==> src/rtl/pipe_hazard_ctrl_if.sv <==
// Hazard-controller bundle between the pipeline datapath and pipe_hazard_ctrl.
// Optional HAZARD_PERF_EN adds the stall/flush performance counters.
interface pipe_hazard_ctrl_if #(
    parameter int CNT_W = 32
);
    logic [31:0] inst_D;
    logic [31:0] inst_E;
    logic        reg_wr_E;
    logic        rd_en_E;
    logic        jump_E;
    logic        br_taken_E;
    logic        mem_busy;
    logic        stall_F;
    logic        stall_D;
    logic        stall_E;
    logic        stall_M;
    logic        flush_D;
    logic        flush_E;
    logic [1:0]  fwd_a_E;
    logic [1:0]  fwd_b_E;
`ifdef HAZARD_PERF_EN
    logic [CNT_W-1:0] stall_cnt;
    logic [CNT_W-1:0] flush_cnt;
`endif

    modport master (
        output inst_D, inst_E, reg_wr_E, rd_en_E, jump_E, br_taken_E, mem_busy,
        input  stall_F, stall_D, stall_E, stall_M, flush_D, flush_E, fwd_a_E, fwd_b_E
`ifdef HAZARD_PERF_EN
        , input stall_cnt, flush_cnt
`endif
    );

    modport slave (
        input  inst_D, inst_E, reg_wr_E, rd_en_E, jump_E, br_taken_E, mem_busy,
        output stall_F, stall_D, stall_E, stall_M, flush_D, flush_E, fwd_a_E, fwd_b_E
`ifdef HAZARD_PERF_EN
        , output stall_cnt, flush_cnt
`endif
    );
endinterface

==> src/rtl/pipe_hazard_ctrl.sv <==
// Stall/flush/forwarding controller for a 5-stage pipeline, consuming the D/E register.
// Define HAZARD_PERF_EN to add the stall_cnt/flush_cnt performance counters.
module pipe_hazard_ctrl #(
    parameter int IMEM_LAT = 0,
    parameter int CNT_W    = 32
) (
    input logic              clk,
    input logic              rst,
    pipe_hazard_ctrl_if.slave hz
);
    localparam int CW = (IMEM_LAT > 1) ? $clog2(IMEM_LAT + 1) : 1;

    typedef enum logic {RUN, REDIRECT} state_t;

    state_t        state;
    logic [CW-1:0] cnt;
    logic [4:0]    rd_M, rd_W;
    logic          wr_M, wr_W;

    logic [4:0] rs1_D, rs2_D, rd_E, rs1_E, rs2_E;
    logic       load_use, redirect;
    logic       stall_f, stall_d, stall_e, stall_m, flush_d, flush_e;

    assign rs1_D = hz.inst_D[19:15];
    assign rs2_D = hz.inst_D[24:20];
    assign rd_E  = hz.inst_E[11:7];
    assign rs1_E = hz.inst_E[19:15];
    assign rs2_E = hz.inst_E[24:20];

    logic unused_bits;
    assign unused_bits = ^{hz.inst_D[31:25], hz.inst_D[14:0], hz.inst_E[31:25], hz.inst_E[6:0]};

    assign load_use = hz.rd_en_E & hz.reg_wr_E & (rd_E != 5'd0) &
                      ((rd_E == rs1_D) | (rd_E == rs2_D));
    assign redirect = hz.jump_E | hz.br_taken_E;

    // M-stage result is younger than W, so it wins when both match
    function automatic logic [1:0] fwd_sel(input logic [4:0] rs,
                                           input logic [4:0] rdm, input logic wrm,
                                           input logic [4:0] rdw, input logic wrw);
        if (wrm && rdm != 5'd0 && rdm == rs)      return 2'b01;
        else if (wrw && rdw != 5'd0 && rdw == rs) return 2'b10;
        else                                      return 2'b00;
    endfunction

    assign hz.fwd_a_E = fwd_sel(rs1_E, rd_M, wr_M, rd_W, wr_W);
    assign hz.fwd_b_E = fwd_sel(rs2_E, rd_M, wr_M, rd_W, wr_W);

    always_comb begin
        stall_f = 1'b0;
        stall_d = 1'b0;
        stall_e = 1'b0;
        stall_m = 1'b0;
        flush_d = 1'b0;
        flush_e = 1'b0;
        if (hz.mem_busy) begin
            stall_f = 1'b1;
            stall_d = 1'b1;
            stall_e = 1'b1;
            stall_m = 1'b1;
        end else if (state == REDIRECT) begin
            flush_d = 1'b1;
        end else if (redirect) begin
            // the D-stage instruction is wrong-path, so any load-use against it is moot
            flush_d = 1'b1;
            flush_e = 1'b1;
        end else if (load_use) begin
            stall_f = 1'b1;
            stall_d = 1'b1;
            flush_e = 1'b1;
        end
    end

    assign hz.stall_F = stall_f;
    assign hz.stall_D = stall_d;
    assign hz.stall_E = stall_e;
    assign hz.stall_M = stall_m;
    assign hz.flush_D = flush_d;
    assign hz.flush_E = flush_e;

    always_ff @(posedge clk or posedge rst) begin
        if (rst) begin
            state <= RUN;
            cnt   <= '0;
            rd_M  <= 5'd0;
            rd_W  <= 5'd0;
            wr_M  <= 1'b0;
            wr_W  <= 1'b0;
        end else if (!hz.mem_busy) begin
            rd_M <= rd_E;
            wr_M <= hz.reg_wr_E & ~redirect;
            rd_W <= rd_M;
            wr_W <= wr_M;
            case (state)
                RUN: begin
                    if (redirect && IMEM_LAT > 0) begin
                        state <= REDIRECT;
                        cnt   <= CW'(IMEM_LAT);
                    end
                end
                REDIRECT: begin
                    if (cnt <= CW'(1)) begin
                        state <= RUN;
                        cnt   <= '0;
                    end else begin
                        cnt <= cnt - 1'b1;
                    end
                end
                default: begin
                    state <= RUN;
                    cnt   <= '0;
                end
            endcase
        end
    end

`ifdef HAZARD_PERF_EN
    logic [CNT_W-1:0] stall_cnt, flush_cnt;

    // free-running, wraps modulo 2^CNT_W
    always_ff @(posedge clk or posedge rst) begin
        if (rst) begin
            stall_cnt <= '0;
            flush_cnt <= '0;
        end else begin
            if (stall_f) stall_cnt <= stall_cnt + 1'b1;
            if (flush_e) flush_cnt <= flush_cnt + 1'b1;
        end
    end

    assign hz.stall_cnt = stall_cnt;
    assign hz.flush_cnt = flush_cnt;
`else
    localparam int unused_cnt_w = CNT_W;
`endif
endmodule

==> src/flat_wrapper.sv <==
// flat-port wrapper written by rule: the top's interface ports become plain ports
module pipe_hazard_ctrl_flat 
#(
    parameter int IMEM_LAT = 0,
    parameter int CNT_W    = 32
)
  (clk, rst, hz_inst_D, hz_inst_E, hz_reg_wr_E, hz_rd_en_E, hz_jump_E, hz_br_taken_E, hz_mem_busy, hz_stall_F, hz_stall_D, hz_stall_E, hz_stall_M, hz_flush_D, hz_flush_E, hz_fwd_a_E, hz_fwd_b_E);
  pipe_hazard_ctrl_if #(.CNT_W(CNT_W)) hz_i ();
  input logic clk;
  input logic rst;
  input wire logic [$bits(hz_i.inst_D)-1:0] hz_inst_D;
  input wire logic [$bits(hz_i.inst_E)-1:0] hz_inst_E;
  input wire logic [$bits(hz_i.reg_wr_E)-1:0] hz_reg_wr_E;
  input wire logic [$bits(hz_i.rd_en_E)-1:0] hz_rd_en_E;
  input wire logic [$bits(hz_i.jump_E)-1:0] hz_jump_E;
  input wire logic [$bits(hz_i.br_taken_E)-1:0] hz_br_taken_E;
  input wire logic [$bits(hz_i.mem_busy)-1:0] hz_mem_busy;
  output wire logic [$bits(hz_i.stall_F)-1:0] hz_stall_F;
  output wire logic [$bits(hz_i.stall_D)-1:0] hz_stall_D;
  output wire logic [$bits(hz_i.stall_E)-1:0] hz_stall_E;
  output wire logic [$bits(hz_i.stall_M)-1:0] hz_stall_M;
  output wire logic [$bits(hz_i.flush_D)-1:0] hz_flush_D;
  output wire logic [$bits(hz_i.flush_E)-1:0] hz_flush_E;
  output wire logic [$bits(hz_i.fwd_a_E)-1:0] hz_fwd_a_E;
  output wire logic [$bits(hz_i.fwd_b_E)-1:0] hz_fwd_b_E;
  assign hz_i.inst_D = hz_inst_D;
  assign hz_i.inst_E = hz_inst_E;
  assign hz_i.reg_wr_E = hz_reg_wr_E;
  assign hz_i.rd_en_E = hz_rd_en_E;
  assign hz_i.jump_E = hz_jump_E;
  assign hz_i.br_taken_E = hz_br_taken_E;
  assign hz_i.mem_busy = hz_mem_busy;
  assign hz_stall_F = hz_i.stall_F;
  assign hz_stall_D = hz_i.stall_D;
  assign hz_stall_E = hz_i.stall_E;
  assign hz_stall_M = hz_i.stall_M;
  assign hz_flush_D = hz_i.flush_D;
  assign hz_flush_E = hz_i.flush_E;
  assign hz_fwd_a_E = hz_i.fwd_a_E;
  assign hz_fwd_b_E = hz_i.fwd_b_E;
  pipe_hazard_ctrl #(.IMEM_LAT(IMEM_LAT), .CNT_W(CNT_W)) u_core (.clk(clk), .rst(rst), .hz(hz_i));
endmodule
==> config.mk <==
export PLATFORM = sky130hd
export DESIGN_NAME = pipe_hazard_ctrl_flat
export DESIGN_NICKNAME = d
export VERILOG_FILES = /design/src/rtl/pipe_hazard_ctrl_if.sv /design/src/rtl/pipe_hazard_ctrl.sv /design/src/flat_wrapper.sv
export SDC_FILE = /design/constraint.sdc
export NUM_CORES = 1
export LEC_CHECK = 0
export ABC_AREA = 1
export CAP_MARGIN = 15
export CORE_ASPECT_RATIO = 1.4
export CORE_MARGIN = 10
export CORE_UTILIZATION = 35
export CTS_BUF_LIST = sky130_fd_sc_hd__clkbuf_16
export DETAILED_ROUTE_END_ITERATION = 8
export PLACE_DENSITY = 0.86
export SYNTH_ARGS = -nofsm -noshare
export SYNTH_HDL_FRONTEND = slang
export SYNTH_SLANG_ARGS = --single-unit
==> constraint.sdc <==
create_clock -name clk -period 3.03 [get_ports clk]
set_input_delay 0.909 -clock clk [delete_from_list [all_inputs] [get_ports clk]]
set_output_delay 0.909 -clock clk [all_outputs]
set_load 0.01 [all_outputs]
### Word level (Yosys, flattened, before mapping)

Cells that the tools add are included.

* output and inout port bits: 10
* bits of input ports: 71
* word-level logic and storage cells: 50
* bits in registers: 14

* add/subtract/negate cells: 1
* muxes and demuxes: 18
* bitwise operators: 8
* $lt $le $gt $ge: 1
* equal/unequal tests: 6
* reduce and logical (&&, ||, !) cells: 10

Operator list (number)
* == test 5 bit: 6
* nonzero test 5 bit: 3
* 2-to-1 mux 1 bit: 14
* 2-to-1 mux 2 bit: 4
* logical AND 1 bit: 6
* AND 1 bit: 4
* NOT 1 bit: 2
* OR 1 bit: 2
* AND reduction 2 bit: 1
* less-or-equal comparator 1 bit (second input constant): 1
* subtractor 1 bit (second input constant): 1

### Longest topological paths before layout

Gate-level depths: netlist of run 1.

* word-level depth: 7
* gate-level depth with buffers: 9
* mapped depth without buffers: 8

### Worst setup path after synthesis of run 1

Ideal clock, no wire load.

* kind: input-to-output
* start: input port hz_inst_E[9]
* end: output port hz_stall_F
* buffers on the path: 1
* path slack: 0.542 ns
* data required time: 2.121 ns
* arrival time: 1.579 ns
* stages: 9
* path through: inv_1 -> nand2_1 -> nand2_1 -> nor2_1 -> nand3_1 -> nand2_1 -> nand3_1 -> nand2_1 -> buf_4

* cells in the longest elaborated chain, start to end: 7
* elaborated cells on any way between the ends: 10
* classes of those cells: eq/ne (2); mux (4); bitwise (3); reduce/logical (1)

Ends and longest elaborated chain
* start, declared: RTL line flat_wrapper.sv:12 `input wire logic [$bits(hz_i.inst_E)-1:0] hz_inst_E;`
* == test 5 bit or nonzero test 5 bit (tied branches): RTL line pipe_hazard_ctrl.sv:34, pipe_hazard_ctrl.sv:33
* OR 1 bit or AND 1 bit (tied branches): RTL line pipe_hazard_ctrl.sv:34, pipe_hazard_ctrl.sv:33
* AND 1 bit (*): RTL line pipe_hazard_ctrl.sv:33 `assign load_use = hz.rd_en_E & hz.reg_wr_E & (rd_E != 5'd0) &`
* 2-to-1 mux 1 bit (*) (4 in series)
* end, declared: RTL line flat_wrapper.sv:18 `output wire logic [$bits(hz_i.stall_F)-1:0] hz_stall_F;`

Mark *: on every way between the ends. The rest lies on a longest branch, timed or not.

### Final worst setup path of run 1

* start: input port hz_mem_busy
* end: output port hz_stall_E

* cells in the longest elaborated chain, start to end: 1

Ends and longest elaborated chain
* start, declared: RTL line flat_wrapper.sv:17 `input wire logic [$bits(hz_i.mem_busy)-1:0] hz_mem_busy;`
* 2-to-1 mux 1 bit: RTL line pipe_hazard_ctrl.sv:56 `if (hz.mem_busy) begin`
* end, declared: RTL line flat_wrapper.sv:20 `output wire logic [$bits(hz_i.stall_E)-1:0] hz_stall_E;`

No other way between the ends.

==> impl_metrics.toml, run 1 <==
[clock_tree]
cts_setup_buffers = 0
clock-sinks = 12
h-tree-depth = 1
clockBufferDepth = 2
numCtsBuffers = 3
clk_pin_slew_worst_paths_ns = 0.04
cts_hold_buffers = 0
insertion_delay_ns = 0.24
cts_tree = "done"
root_buffer = "clkbuf_16"

[setup_path]
cp-end-kind = "output pin"
critPathKind = "in2out"
path_cells = "clkdlybuf4s50_1, clkdlybuf4s50_1"
crit_slowest_cell = "clkdlybuf4s50_1"
crit_buf_inv = 2
path_delay_family = "buffers and inverters"
r2r_start = "u_core.rd_M[0]"
arrival_ns = 2.02
cp_max_fo = 5
r2r_slack_ns = 2.25
reg2reg_depth = 2
slowest_delay_ns = 0.57
r2r-end = "u_core.rd_W[0]"
crit_top_cell = "clkdlybuf4s50_1"
crit_required_ns = 2.12
start_kind = "input pin"

[timing]
fmax_mhz = 341.3
period_needed_ns = 2.930
period_share_pct = 96.70
slew_viol_final = 0
worst_hold_slack_ns = 0.5154
tightest_slew_ns = 0.4415
setup_viol = 0
max_slew_margin_pct = 70.53
fin_skew_ns = 0.0009612
rsz0062_at_grt = "false"
hold_viol = 0

[final_layout]
drive_above_1_share_pct = 12.50
final_core_util_pct = 58.72
layout_common_cells = "nand2_1, inv_1, nor2_1"
syn_to_final_growth_pct = 58.41
final_common_cell = "nand2_1"
fill_cells = 284
postLayoutCellArea_mm2 = 0.001568
fin_cells = 236
antennaDiodeCount = 0
multi_input_area_um2 = 580.6
num-nets-final = 273
register_area_um2 = 300.3

[detailed_routing]
initialDrtViolationCount = 16
drc_errors = 0
viasPerCell = 4.377
detail-route-antenna-nets = 0
avgRoutedWirePerCell_um = 11.36
num_vias = 1033
first_pass_iters = 4
finalWirelength_um = 2681

[hold_path]
min_path_cells = 2
min_from = "u_core.wr_W"
hold-path-endpoint = "u_core.wr_W"
holdCritPathClass = "reg2reg"

[pwr]
switching_share_pct = 26.59
seqPwrFrac_pct = 33.9
p_clk_share_pct = 39.9
powerDensity_mw_per_mm2 = 375.8
power.internal_w = 0.0004324
power_switching_w = 0.0001566
p_total_w = 0.0005891
power_leakage_nw = 0.8970
vdd_drop_max_mv = 0.2359
power_frac_comb_pct = 26.3

[die]
row_count = 22
dieWidth_um = 64.94
initial_utilization_pct = 37.07
boundaryPins = 81
coreArea_mm2 = 0.002670
die-area_mm2 = 0.005385
fp.dieH_um = 82.92

[placement]
io_buffers = 41
placed_cell_area_mm2 = 0.001489
placedCellCount = 233
gp_congestion = 0.8709
post-dp-hpwl_um = 2225

[synthesis]
synth.area.top_cells = "dfrtp_1, nand2_1, xnor2_1, inv_1, xor2_1"
synth.distinct_cells = 14
ys_warn_count = 0
yosysTopAreaCellShare_pct = 30.34
ys_seq_area_share_pct = 30.34
synth_nets = 222
avgSynthCellArea_um2 = 6.554
postSynthCellCount = 151
synth-seq-cells = 12
syn_area_um2 = 989.7
synth_area_leader_cell = "dfrtp_1"

[outcome]
status = "finished clean"

[global_route]
grt_max_degree = 21
grt_util_all_layers_pct = 10.21
gr-total-overflow = 0
antenna_found_initial = 0
grt_pass1_vias = 1020
grt_pass1_wl_um = 4478

[run]
cap_violations = 0
[power by group through the flow]
stage / combinational (W) / clock [W] / sequential (W)
detailed placement: 0.000163 / 0 / 0.000202
floorplan: 0.0000865 / 0 / 0.000194
global placement: 0.000159 / 0 / 0.000200
global route: 0.000174 / 0.000246 / 0.000202
finish: 0.000155 / 0.000235 / 0.000199
CTS: 0.000155 / 0.000238 / 0.000200
[logic make-up (layout without fill, tap and decap cells)]
family | count (synthesis) | count (layout) | share of synthesized area [%]
AO/OA/AOI/OAI | 11 | 11 | 5.562
XOR/XNOR | 22 | 22 | 19.47
buffers and inverters | 29 | 78 | 12.26
flip-flops | 12 | 12 | 30.34
AND/OR/NAND/NOR | 77 | 77 | 32.36
[how the worst max path moves through the flow]
stage,from,end,slack [ns],cells past startpoint
final,hz_mem_busy,hz_stall_E,0.10,2
after global placement,hz_inst_E[8],hz_stall_F,-0.48,10
after CTS,hz_inst_D[15],hz_stall_F,0.005,10
after global routing,hz_inst_E[19],hz_fwd_a_E[1],0.04,7
after floorplan,hz_inst_E[9],hz_stall_F,0.54,9
after detailed placement,hz_inst_E[8],hz_stall_F,-0.50,10
[cell type report]
type                    instances  share of cell area [%]
flip-flops and latches         12                   19.15
clock buffers                   3                   4.789
well taps                      36                   2.873
multi-input cells             110                   37.03
repair buffers                 51                   30.41
inverters                      24                   5.746
[sequential cells by signal, indices dropped and copies added (netlist names)]
signal,cells
u_core.rd_M,5
u_core.wr_W,1
u_core.rd_W,5
u_core.wr_M,1
[metrics by stage]
stage	worst slack, ns	TNS, ns
after floorplan	0.5422	0
after global placement	-0.4762	-2.445
after global routing	0.04395	0
after CTS	0.004651	0
final	0.1001	0
after detailed placement	-0.4964	-2.567
[synthesized netlist by cell type]
library cell,number
inv_1,24
nand3_2,1
nand2_1,45
dfrtp_1,12
o21ai_0,11
nand4_1,4
buf_2,1
xnor2_1,13
clkbuf_1,1
nand3_1,7
nor2_1,19
nor3_2,1
xor2_1,9
buf_4,3
[timing repair]
action | CTS | global route
resized for setup | 32 | 18
endpoints found under the setup margin | 8 | 5
pin swaps | 2 | 7
endpoints found under the hold margin | 0 | 0
gates cloned | 0 | 0
[layer usage]
layer | GRT usage, % | vias up | part of all wire [%]
met5 | 0 | - | 0
met4 | 6.420 | 0 | 2.6
met3 | 2.823 | 5 | 5.9
met2 | 18.55 | 34 | 51
met1 | 9.535 | 441 | 40
li1 | - | 553 | -
(Power assumes the default switching activity.)
==> run 2, diff against run 1 <==
--- a/config.mk
+++ b/config.mk
@@ -5,14 +5,15 @@
 export SDC_FILE = /design/constraint.sdc
 export NUM_CORES = 1
 export LEC_CHECK = 0
-export ABC_AREA = 1
+export ABC_AREA = 0
 export CAP_MARGIN = 15
 export CORE_ASPECT_RATIO = 1.4
 export CORE_MARGIN = 10
-export CORE_UTILIZATION = 35
+export CORE_UTILIZATION = 33
 export CTS_BUF_LIST = sky130_fd_sc_hd__clkbuf_16
 export DETAILED_ROUTE_END_ITERATION = 8
 export PLACE_DENSITY = 0.86
+export SLEW_MARGIN = 20
 export SYNTH_ARGS = -nofsm -noshare
 export SYNTH_HDL_FRONTEND = slang
 export SYNTH_SLANG_ARGS = --single-unit
==> constraint.sdc (replaced) <==
create_clock -name clk -period 3.03 [get_ports clk]
set_input_delay 0.606 -clock clk [delete_from_list [all_inputs] [get_ports clk]]
set_output_delay 0.606 -clock clk [all_outputs]
set_load 0.01 [all_outputs]
==> run 2 against run 1 <==
  * Via count is 24% lower
  * Power increased by 1.2%
  * Clock skew is 0.00083 ns lower
  * Worst hold slack lost 0.0089 ns
  * Register-to-register slack worse by 0.07 ns
  * Wire length fell by 5.4%
  * Count of clock-buffer cells in the layout unchanged
==> impl_metrics.toml, run 2 <==
[placement]
placedCellCount = 163
gp_congestion = 0.8946
io_buffers = 41
placed_cell_area_mm2 = 0.001360
post-dp-hpwl_um = 2164

[final_layout]
syn_to_final_growth_pct = 64.83
num-nets-final = 204
top_regs = "u_core.rd_M (5), u_core.rd_W (5)"
antennaDiodeCount = 0
fin_cells = 167
postLayoutCellArea_mm2 = 0.001460
fill_cells = 253
layout_common_cells = "clkdlybuf4s50_1, xor2_1, dfrtp_1"
final_common_cell = "clkdlybuf4s50_1"
drive_above_1_share_pct = 19.85
register_area_um2 = 300.3
multi_input_area_um2 = 564.3

[global_route]
grt_pass1_wl_um = 4264
gr-total-overflow = 0
grt_util_met1_pct = 9.501
antenna_found_initial = 0
top_usage_layer = "met2"
grt.met3_usage_pct = 5.096
grt_util_all_layers_pct = 10.36
grt_pass1_vias = 938
grt_max_degree = 16
met2_usage_pct = 18.96

[synthesis]
synth_most_common_cell = "xor2_1"
synth.distinct_cells = 19
synth.area.top_cells = "dfrtp_1, xor2_1, mux2_2, xnor2_1, or4_1"
synth_nets = 155
syn_area_um2 = 885.9
yosys-top-cells-count = "xor2_1, dfrtp_1, mux2_2, xnor2_1, or4_1"
avgSynthCellArea_um2 = 10.55
async_flop_share_pct = 100.0
ys_warn_count = 0
synth_area_leader_cell = "dfrtp_1"
synth_flop_cell = "dfrtp_1"
yosysTopAreaCellShare_pct = 33.90
postSynthCellCount = 84
synth_edf_count = 0
ys_seq_area_share_pct = 33.90
synth-seq-cells = 12

[timing]
hold_viol = 0
tightest_slew_ns = 0.4293
period_share_pct = 96.73
slew_viol_final = 0
max_slew_margin_pct = 71.35
totalNegativeSetupSlack_ns = 0
fmax_mhz = 341.2
setup_viol = 0
fin_skew_ns = 0.0001303
rsz0062_at_grt = "false"
period_needed_ns = 2.931

[die]
boundaryPins = 81
coreArea_mm2 = 0.002587
dieWidth_um = 63.79
initial_utilization_pct = 34.24
row_count = 22
die-area_mm2 = 0.005186
fp.dieH_um = 81.31

[clock_tree]
clk_pin_slew_worst_paths_ns = 0.04
clock-sinks = 12
cts_tree = "done"
insertion_delay_ns = 0.24
cts_hold_buffers = 0
h-tree-depth = 1
root_buffer = "clkbuf_16"
numCtsBuffers = 3
clockBufferDepth = 2

[pwr]
power_leakage_nw = 0.6212
powerDensity_mw_per_mm2 = 408.4
seqPwrFrac_pct = 34.7
power.internal_w = 0.0004478
p_clk_share_pct = 38.7
vdd_drop_max_mv = 0.2588
power_frac_comb_pct = 26.6
switching_share_pct = 24.92
power_switching_w = 0.0001486

[detailed_routing]
viasPerCell = 4.701
finalWirelength_um = 2536
num_vias = 785
drc_errors = 0
first_pass_iters = 4
avgRoutedWirePerCell_um = 15.19
detail-route-antenna-nets = 0
initialDrtViolationCount = 8

[setup_path]
start_kind = "input pin"
critPathKind = "in2out"
arrival_ns = 2.33
crit_required_ns = 2.42
cp-end-kind = "output pin"
cp_max_fo = 2

[outcome]
status = "finished clean"

[hold_path]
holdCritPathClass = "reg2reg"

[run]
cap_violations = 0
## run 2: changes by cell type after synthesis, moves of 4 or more
cell | before | now
xor2_1 | 9 | 24
nor2_1 | 19 | 3
nand3_1 | 7 | 2
nand4_1 | 4 | 0
inv_1 | 24 | 3
nand2_1 | 45 | 0
or4_1 | 0 | 5
o21ai_0 | 11 | 1
mux2_2 | 0 | 11
xnor2_1 | 13 | 6
## run 2: power by group through the flow
stage	registers (W)	logic, W	clock network (W)
after CTS	0.000207	0.000161	0.000235
after global placement	0.000207	0.000152	0
after global routing	0.000210	0.000174	0.000241
after detailed placement	0.000209	0.000158	0
final	0.000207	0.000159	0.000231
after floorplan	0.000201	0.0000825	0
## run 2: path summary, 6_finish.rpt
path | to | from | slack [ns] | cells past startpoint
setup / recovery | hz_fwd_b_E[0] | hz_inst_E[24] | 0.1 | 5
hold / removal | u_core.wr_W | u_core.wr_W | 0.51 | 1
setup reg to reg | u_core.rd_M[1] | u_core.rd_M[1] | 2.18 | 1
hold reg to reg | u_core.wr_W | u_core.wr_W | 0.51 | 1
max in group asynchronous | u_core.rd_W[2] | rst | 2.06 | 2
min in group asynchronous | u_core.rd_M[1] | rst | 0.68 | 2
## run 2: timing repair
item	4_1_cts	5_1_grt
setup endpoints to repair	7	3
resized for setup	8	3
setup buffers	1	0
pin swaps	1	2
## run 2: cell type report
cell class / instances / area share, %
Multi-Input combinational cell: 65 / 38.65
Timing Repair Buffer: 48 / 31.79
Sequential cell: 12 / 20.57
Clock buffer: 3 / 5.141
Tap cell: 36 / 3.085
Inverter: 3 / 0.7712
## run 2: cells by family after synthesis
kind of cell | share of synthesized area [%]
XOR/XNOR | 29.66
buffers and inverters | 4.237
AND/OR/NAND/NOR | 12.01
AO/OA/AOI/OAI | 5.084
flip-flops | 33.90
multiplexers | 15.11
## run 2: stage by stage
stage	hold slack (ns)	setup slack, ns	util (%)	power, W
after detailed placement	0.4965	-0.1051	52.56	0.0003674
after floorplan	0.4707	0.7596	-	0.0002838
final	0.5064	0.09899	56.43	0.0005964
after CTS	0.5054	0.01682	56.14	0.0006039
after global placement	0.4916	-0.1059	52.56	0.0003589
after global routing	0.5323	0.01784	56.43	0.0006251
## run 2: per-layer routing
layer / vias to the layer above / wire length (um)
met5: - / 0
met4: 0 / 42
met3: 5 / 222
met2: 37 / 1320
met1: 356 / 951
li1: 387 / -
## run 2: critical path, stage by stage
cell             delay [ns]
clkdlybuf4s50_1        0.52
xnor2_1                0.14
nand3_1                0.11
nor4_2                 0.34
clkdlybuf4s50_1        0.60
==> run 3, diff against run 2 <==
--- a/config.mk
+++ b/config.mk
@@ -9,10 +9,10 @@
 export CAP_MARGIN = 15
 export CORE_ASPECT_RATIO = 1.4
 export CORE_MARGIN = 10
-export CORE_UTILIZATION = 33
+export CORE_UTILIZATION = 31
 export CTS_BUF_LIST = sky130_fd_sc_hd__clkbuf_16
 export DETAILED_ROUTE_END_ITERATION = 8
-export PLACE_DENSITY = 0.86
+export PLACE_DENSITY = 0.81
 export SLEW_MARGIN = 20
 export SYNTH_ARGS = -nofsm -noshare
 export SYNTH_HDL_FRONTEND = slang
==> constraint.sdc (replaced) <==
create_clock -name clk -period 3.24 [get_ports clk]
set_input_delay 0.648 -clock clk [delete_from_list [all_inputs] [get_ports clk]]
set_output_delay 0.648 -clock clk [all_outputs]
set_load 0.01 [all_outputs]
==> run 3 against run 2 <==
  * Cell area decreased by 3.6%
  * Via count increased by 2.0%
  * Core utilization shrank 3.7 points
  * Clock power shrank 3%
  * Global-route usage is 0.41 points lower
  * Count of clock-buffer cells in the layout is the same
  * Die area increased by 4.6%
  * First-iteration DRC count grew 110%
  * Worst setup slack got worse by 0.037 ns
  * Sequential share of layout area rose by 0.77 points
  * Wire length increased by 4.2%
  * Largest cell class unchanged
  * Highest routed layer unchanged
==> impl_metrics.toml, run 3 (synthesis gave the netlist of run 2 again) <==
[timing]
setup_ws_ns = 0.06188
period_share_pct = 98.09
slew_viol_final = 0
hold_viol = 0
setup_viol = 0
worst_hold_slack_ns = 0.5070
fin_skew_ns = 0.0005001
max_slew_margin_pct = 70.41
rsz0062_at_grt = "false"
fmax_mhz = 314.7
period_needed_ns = 3.178
tightest_slew_ns = 0.4398

[die]
coreArea_mm2 = 0.002670
row_count = 22
die-area_mm2 = 0.005426
boundaryPins = 81
initial_utilization_pct = 33.18
fp.dieH_um = 83.25
dieWidth_um = 65.18

[hold_path]
min_path_cells = 1
holdCritPathClass = "reg2reg"

[detailed_routing]
initialDrtViolationCount = 17
avgRoutedWirePerCell_um = 16.31
detail-route-antenna-nets = 0
first_pass_iters = 2
num_vias = 801
drc_errors = 0
viasPerCell = 4.944
finalWirelength_um = 2643

[final_layout]
top_regs = "u_core.rd_M (5), u_core.rd_W (5)"
syn_to_final_growth_pct = 58.90
final_common_cell = "clkdlybuf4s50_1"
drive_above_1_share_pct = 14.29
fill_cells = 256
antennaDiodeCount = 0
final_core_util_pct = 52.72
num-nets-final = 199
layout_common_cells = "clkdlybuf4s50_1, xor2_1, dfrtp_1"

[clock_tree]
cts_hold_buffers = 0
cts_tree = "done"
numCtsBuffers = 3
insertion_delay_ns = 0.24
root_buffer = "clkbuf_16"
h-tree-depth = 1
clk_pin_slew_worst_paths_ns = 0.04
clockBufferDepth = 2
clock-sinks = 12

[setup_path]
critPathKind = "in2out"
reg2reg_depth = 1
crit_top_cell = "clkdlybuf4s50_1"
cp-end-kind = "output pin"
path_cells = "clkdlybuf4s50_1, xor2_1, or4_1, nor4_2, clkdlybuf4s50_1"
crit_slowest_cell = "clkdlybuf4s50_1"
crit_required_ns = 2.59
arrival_ns = 2.53
slowest_delay_ns = 0.58
cp_max_fo = 2
start_kind = "input pin"

[placement]
post-dp-hpwl_um = 2230
gp_congestion = 0.7598
io_buffers = 41
post-place-ws_ns = -0.04620

[pwr]
p_total_w = 0.0005608
vdd_drop_max_mv = 0.2157
power_leakage_nw = 0.5864
powerDensity_mw_per_mm2 = 398.4

[global_route]
grt_util_all_layers_pct = 9.958
grt_pass1_wl_um = 4333
grt_pass1_vias = 952
antenna_found_initial = 0
gr-total-overflow = 0
grt_max_degree = 16

[outcome]
status = "finished clean"

[run]
cap_violations = 0
==> run 3: changes by cell type in the layout (fill, tap and decap cells not counted), sizes merged <==
cell           before  now
dlymetal6s2s        3    2
buf                 7    2
clkdlybuf4s50      33   37
dlygate4sd2         5    2
==> run 3: critical path, delay by kind of cell <==
family | cells | cell delay, ns
buf+inv | 2 | 1.03
simple gates | 2 | 0.68
xor+xnor | 1 | 0.17
==> run 3: final timing paths <==
kind	slack, ns	endpoint	from
max in group asynchronous	2.22	u_core.rd_M[4]	rst
setup / recovery	0.06	hz_fwd_a_E[1]	hz_inst_E[19]
hold / removal	0.51	u_core.wr_W	u_core.wr_W
hold reg to reg	0.51	u_core.wr_W	u_core.wr_W
min in group asynchronous	0.71	u_core.rd_W[2]	rst
setup reg to reg	2.37	u_core.rd_W[2]	u_core.rd_W[2]
==> run 3: where the power goes <==
part	total, W	internal, W	switching, W
Combinational	0.000144	0.0000876	0.0000563
Sequential	0.000194	0.000169	0.0000255
Clock	0.000223	0.000161	0.0000622
==> run 3: what timing repair did <==
action | 4_1_cts | 5_1_grt
gates resized for setup | 2 | 2
buffers inserted | 0 | 0
setup endpoints to repair | 2 | 2
==> run 3: metal layers <==
layer | vias up | global-route usage (%) | share of wire [%]
met5 | - | 0 | 0
met4 | 0 | 4.280 | 2.3
met3 | 7 | 4.435 | 7.7
met2 | 36 | 18.28 | 54
met1 | 380 | 8.880 | 36
li1 | 378 | - | -
==> run 3: final cells by class <==
| cell class | instances | area [um2] | area share (%) |
|---|---|---|---|
| tap | 36 | 45.04 | 3.200 |
| timing repair buffer | 43 | 427.9 | 30.40 |
| sequential | 12 | 300.3 | 21.33 |
| clock buffer | 3 | 75.07 | 5.333 |
| inverter | 3 | 11.26 | 0.8000 |
| multi-input combinational | 65 | 548.0 | 38.93 |
==> run 3: through the flow <==
step                std cells  setup TNS (ns)  area [um2]
floorplan                  84               0       885.9
global placement          159               0        1330
detailed placement        159        -0.08635        1330
CTS                       162               0        1403
global route              162               0        1408
finish                    162               0        1408
